[src/rtl/mem_port_arbiter.sv]
`default_nettype none
// ============================================================================
// Module      : mem_port_arbiter
// Description : Shares one single-port synchronous RAM between the instruction
//               fetch and data ports; tags in-flight accesses for response routing.
// Revision    : 1.0 - initial release
// ============================================================================
module mem_port_arbiter #(
  parameter int MEM_LATENCY   = 1,
  parameter int DATA_PRIORITY = 1,
  parameter int STARVE_LIMIT  = 3
) (
  input  logic        clk,
  input  logic        rst,
  input  logic        i_req,
  input  logic [31:0] i_addr,
  output logic        i_ready,
  output logic        i_rvalid,
  output logic [31:0] i_rdata,
  input  logic        d_req,
  input  logic [31:0] d_addr,
  input  logic [31:0] d_wdata,
  input  logic [3:0]  d_we,
  output logic        d_ready,
  output logic        d_rvalid,
  output logic [31:0] d_rdata,
  output logic        mem_en,
  output logic [31:0] mem_addr,
  output logic [31:0] mem_d,
  output logic [3:0]  mem_we,
  input  logic [31:0] mem_q
);

  localparam logic [3:0] c_starve_max = 4'(STARVE_LIMIT);

  logic                   w_conflict;
  logic                   w_grant_d;
  logic                   w_grant_i;
  logic                   w_issue;
  logic                   w_unused;

  logic [3:0]             starve_q, starve_d;
  logic                   rr_last_i_q, rr_last_i_d;
  logic [MEM_LATENCY-1:0] tag_vld_q, tag_vld_d;
  logic [MEM_LATENCY-1:0] tag_dat_q, tag_dat_d;
  logic [MEM_LATENCY-1:0] tag_wr_q,  tag_wr_d;

  assign w_unused = ^{i_addr[1:0], d_addr[1:0]};

  // Arbitration: rr_last_i_q remembers who won the last conflict, so the
  // reset value (instruction) hands the first conflict to the data port.
  always_comb begin
    w_conflict = i_req & d_req;
    w_grant_d  = d_req;
    if (w_conflict) begin
      if (DATA_PRIORITY != 0) begin
        w_grant_d = (starve_q != c_starve_max);
      end else begin
        w_grant_d = rr_last_i_q;
      end
    end
    w_grant_i = i_req & ~w_grant_d;
    w_issue   = i_req | d_req;
  end

  always_comb begin
    starve_d    = starve_q;
    rr_last_i_d = rr_last_i_q;
    if (w_grant_i) begin
      starve_d = 4'd0;
    end else if (w_conflict && (starve_q != c_starve_max)) begin
      starve_d = starve_q + 4'd1;
    end
    if (w_conflict) begin
      rr_last_i_d = w_grant_i;
    end
  end

  always_comb begin
    tag_vld_d    = tag_vld_q << 1;
    tag_dat_d    = tag_dat_q << 1;
    tag_wr_d     = tag_wr_q << 1;
    tag_vld_d[0] = w_issue;
    tag_dat_d[0] = w_grant_d;
    tag_wr_d[0]  = w_grant_d & (|d_we);
  end

  always_ff @(posedge clk or posedge rst) begin
    if (rst) begin
      starve_q    <= 4'd0;
      rr_last_i_q <= 1'b1;
      tag_vld_q   <= '0;
      tag_dat_q   <= '0;
      tag_wr_q    <= '0;
    end else begin
      starve_q    <= starve_d;
      rr_last_i_q <= rr_last_i_d;
      tag_vld_q   <= tag_vld_d;
      tag_dat_q   <= tag_dat_d;
      tag_wr_q    <= tag_wr_d;
    end
  end

  // Issue outputs are combinational, so they are explicitly held low in reset.
  always_comb begin
    i_ready  = ~rst & w_grant_i;
    d_ready  = ~rst & w_grant_d;
    mem_en   = ~rst & w_issue;
    mem_addr = 32'd0;
    mem_d    = 32'd0;
    mem_we   = 4'd0;
    if (d_ready) begin
      mem_addr = {d_addr[31:2], 2'b00};
      mem_d    = d_wdata;
      mem_we   = d_we;
    end else if (i_ready) begin
      mem_addr = {i_addr[31:2], 2'b00};
    end
  end

  always_comb begin
    i_rvalid = tag_vld_q[MEM_LATENCY-1] & ~tag_dat_q[MEM_LATENCY-1];
    d_rvalid = tag_vld_q[MEM_LATENCY-1] &  tag_dat_q[MEM_LATENCY-1];
    i_rdata  = i_rvalid ? mem_q : 32'd0;
    d_rdata  = (d_rvalid && !tag_wr_q[MEM_LATENCY-1]) ? mem_q : 32'd0;
  end

endmodule
`default_nettype wire

[config.mk]
export PLATFORM = sky130hd
export DESIGN_NAME = mem_port_arbiter
export DESIGN_NICKNAME = d
export VERILOG_FILES = /design/src/rtl/mem_port_arbiter.sv
export SDC_FILE = /design/constraint.sdc
export NUM_CORES = 1
export LEC_CHECK = 0
export ABC_AREA = 1
export CAP_MARGIN = 0
export CORE_AREA = 2 2 106 108
export CTS_CLUSTER_DIAMETER = 150
export DETAILED_ROUTE_END_ITERATION = 10
export DIE_AREA = 0 0 108 110
export PLACE_DENSITY = 0.61
export REMOVE_ABC_BUFFERS = 1
export SLEW_MARGIN = 15
export SYNTH_ARGS = -nofsm -noshare
export SYNTH_HDL_FRONTEND = slang
export SYNTH_SLANG_ARGS = --single-unit
[constraint.sdc]
create_clock -name clk -period 2.9 [get_ports clk]
set_input_delay 0.58 -clock clk [delete_from_list [all_inputs] [get_ports clk]]
set_output_delay 0.58 -clock clk [all_outputs]
set_load 0.01 [all_outputs]
==> results.py <==
metrics = {
    "power": {
        "power_uw": 888.4,
        "irDropWorstVdd_mv": 0.1456,
        "pwr_density_cell_nw_per_um2": 195.9,
        "power_leakage_nw": 2.155,
    },
    "floorplanning": {
        "ioPinCount": 273,
        "coreArea_um2": 10700,
        "initial_utilization": 0.1556,
        "die_h_um": 110,
        "die_area_um2": 11880,
        "row_count": 38,
        "die_x_um": 108,
    },
    "outcome": {
        "status": "finished, final reports clean",
    },
    "placed_design": {
        "portBuffers": 266,
        "dpl.hpwl_um": 7650,
        "place_congestion": 0.7318,
        "place_inst": 728,
    },
    "setup_path": {
        "cp-start-kind": "input pin",
        "end_kind": "output port",
        "crit_top_cell": "clkdlybuf4s50_1",
        "cp_num_buf_inv": 3,
        "crit_chain": "clkdlybuf4s50_1, nor2_2, buf_12, nand3_1, nand2_1, clkdlybuf4s50_1",
        "crit_arrival_ns": 2.20,
        "reg2regPathDepth": 5,
        "r2r-start": "starve_q[0]",
        "cp_max_fo": 30,
        "slowest_delay_ns": 0.53,
        "critPathTopFamily": "buffers and inverters",
        "critPathKind": "in -> out",
        "r2r-end": "starve_q[3]",
        "cp.required_ns": 2.32,
        "crit_slowest_cell": "clkdlybuf4s50_1",
        "worst-r2r-setup-slack_ns": 1.57,
    },
    "sta": {
        "fin_crit_ns": 2.776,
        "setup_violations": 0,
        "slew_headroom": 0.3994,
        "finalSetupTns_ns": 0,
        "fmax_mhz": 360.2,
        "rsz0062_at_grt": "false",
        "skew_ns": 0.002030,
        "hold_viol": 0,
        "final_max_slew_viol_count": 0,
        "finalCritPeriodShare": 0.9573,
        "worst_slew_pin_slew_ns": 0.8999,
    },
    "final_layout": {
        "n_fill_cell": 1122,
        "fin_cells": 732,
        "insertedDiodeCount": 0,
        "final_cell_mix": "clkdlybuf4s50_1 (264), nor2_1 (102), inv_1 (76), nand2_1 (42), nand3_1 (32)",
        "nNetsFinal": 730,
        "syn_to_final_growth_pct": 172.6,
        "layout_commonest_cell": "clkdlybuf4s50_1",
        "drive_above_1_share": 0.04223,
    },
    "grt": {
        "antenna_found_initial": 0,
        "grt_overflow_total": 0,
        "grt_pass1_vias": 2625,
        "grt_pass1_wl_um": 12650,
        "grt_max_degree": 38,
        "track_usage": 0.1323,
    },
    "synth": {
        "synthCells": 336,
        "synth_top_area_frac": 0.2301,
        "seq_area_frac_synth": 0.1053,
        "yosys_warnings": 0,
        "syn_avg_cell_area_um2": 4.953,
        "syn_area_um2": 1664,
        "ys_ff_latch": 7,
        "ys_top_cells_by_area": "nor2_1 (23%), inv_1 (17%), nand4_1 (12%), dfrtp_1 (11%), nand3_1 (9.6%)",
        "yosysUniqueCellTypes": 22,
        "synth_top_cell_by_area": "nor2_1",
    },
    "routing": {
        "drc_errors": 0,
        "drt_iter0_drc": 131,
        "wire_per_inst_um": 12.08,
        "vias_per_cell": 3.989,
        "ant_nets": 0,
        "drt_pre_antenna_iters": 4,
        "num_vias": 2920,
        "finalWirelength_um": 8842,
    },
    "clock_network": {
        "holdBufCountCts": 0,
        "clock_path_buffers": 2,
        "h-tree-depth": 1,
        "clkTransAtPathRegs_ns": 0.04,
        "insertion_delay_ns": 0.23,
        "cts_tree": "yes",
        "postCtsResizedCells": 0,
        "root_buffer": "clkbuf_8",
        "post-cts-setup-buffers": 0,
        "clkSinkCount": 7,
        "numCtsBuffers": 3,
    },
    "min_path": {
        "hp-class": "reg -> reg",
        "min_to": "starve_q[1]",
        "holdPathStages": 2,
        "min-delay-start": "starve_q[1]",
    },
    "flow_run": {
        "cap_viol_max_count": 0,
    },
}
[where the power goes]
part           internal [mW]  leakage [nW]  total [mW]  switching (mW)
Sequential             0.107        0.0877       0.115         0.00824
Clock                 0.0949        0.0228       0.136          0.0406
Combinational          0.386          2.04       0.638           0.252
Total                  0.588          2.15       0.888           0.301
[synthesized netlist by cell type (all sizes together)]
cell type  number
nand3          34
nand4          31
or2             1
xnor2           1
inv            78
ha              1
clkbuf          5
nand2          44
nor2          104
nor3            1
o21ai           3
buf            23
a21oi           2
dfrtp           7
conb            1
[stage by stage]
| step | hold WS (ns) | cell area, µm² | utilization | worst slack (ns) |
|---|---|---|---|---|
| floorplan | 0.4965 | 1488 | - | 0.4741 |
| global placement | 0.5201 | 4486 | 0.4193 | 0.04491 |
| detailed placement | 0.5306 | 4486 | 0.4193 | 0.02322 |
| CTS | 0.5381 | 4531 | 0.4235 | 0.01640 |
| global route | 0.5833 | 4536 | 0.4240 | 0.01463 |
| finish | 0.5360 | 4536 | 0.4240 | 0.1237 |
[cell families (layout without fill, tap and decap cells)]
kind of cell	after synthesis	in the layout	share of synthesized area
adder cells (fa/ha/maj)	1	1	0.007518
XOR/XNOR	1	1	0.005264
buffers and inverters	106	361	0.2842
AO/OA/AOI/OAI	5	5	0.01504
other	1	2	0.002253
AND/OR/NAND/NOR	215	215	0.5804
flip-flops	7	7	0.1053
[flip-flops by register name, indices dropped and copies added, names as in the netlist]
name,count
tag_dat_q,1
tag_vld_q,1
tag_wr_q,1
starve_q,4
[metal layers]
metal  up-vias  wire length [µm]  track usage  share of wire
met3         4              1118      0.04292           0.13
met5         -                 0            0              0
met4         0                49      0.03114         0.0055
li1       1518                 -            -              -
met2       177              4518       0.2628           0.51
met1      1221              3155       0.1330           0.36
[worst max-delay path by stage]
stage                     depth (start not counted)  slack (ns)            to  startpoint
after detailed placement                          7        0.02  mem_addr[27]       i_req
after floorplan                                   3        0.47      mem_d[0]         rst
final                                             6        0.12   mem_addr[2]         rst
after global routing                              6        0.01   mem_addr[6]         rst
after global placement                            8        0.04  mem_addr[28]       i_req
after CTS                                         7        0.02   mem_addr[9]       i_req
[layout make-up]
| cell class | instances | area (µm²) | share of cell area |
|---|---|---|---|
| inverters | 78 | 292.8 | 0.06455 |
| repair buffers | 279 | 2828 | 0.6234 |
| clock buffers | 4 | 45.04 | 0.009931 |
| multi-input cells | 224 | 1020 | 0.2248 |
| well taps | 140 | 175.2 | 0.03862 |
| flip-flops and latches | 7 | 175.2 | 0.03862 |
[worst register-to-register path, delay by kind of cell (launching register included)]
family | cells | cell delay (ns)
AND/OR/NAND/NOR | 2 | 0.20
buffers and inverters | 1 | 0.17
flip-flops | 1 | 0.42
AO/OA/AOI/OAI | 1 | 0.17
adder cells (fa/ha/maj) | 1 | 0.29
Note: power is estimated with default switching activity, not from simulation.
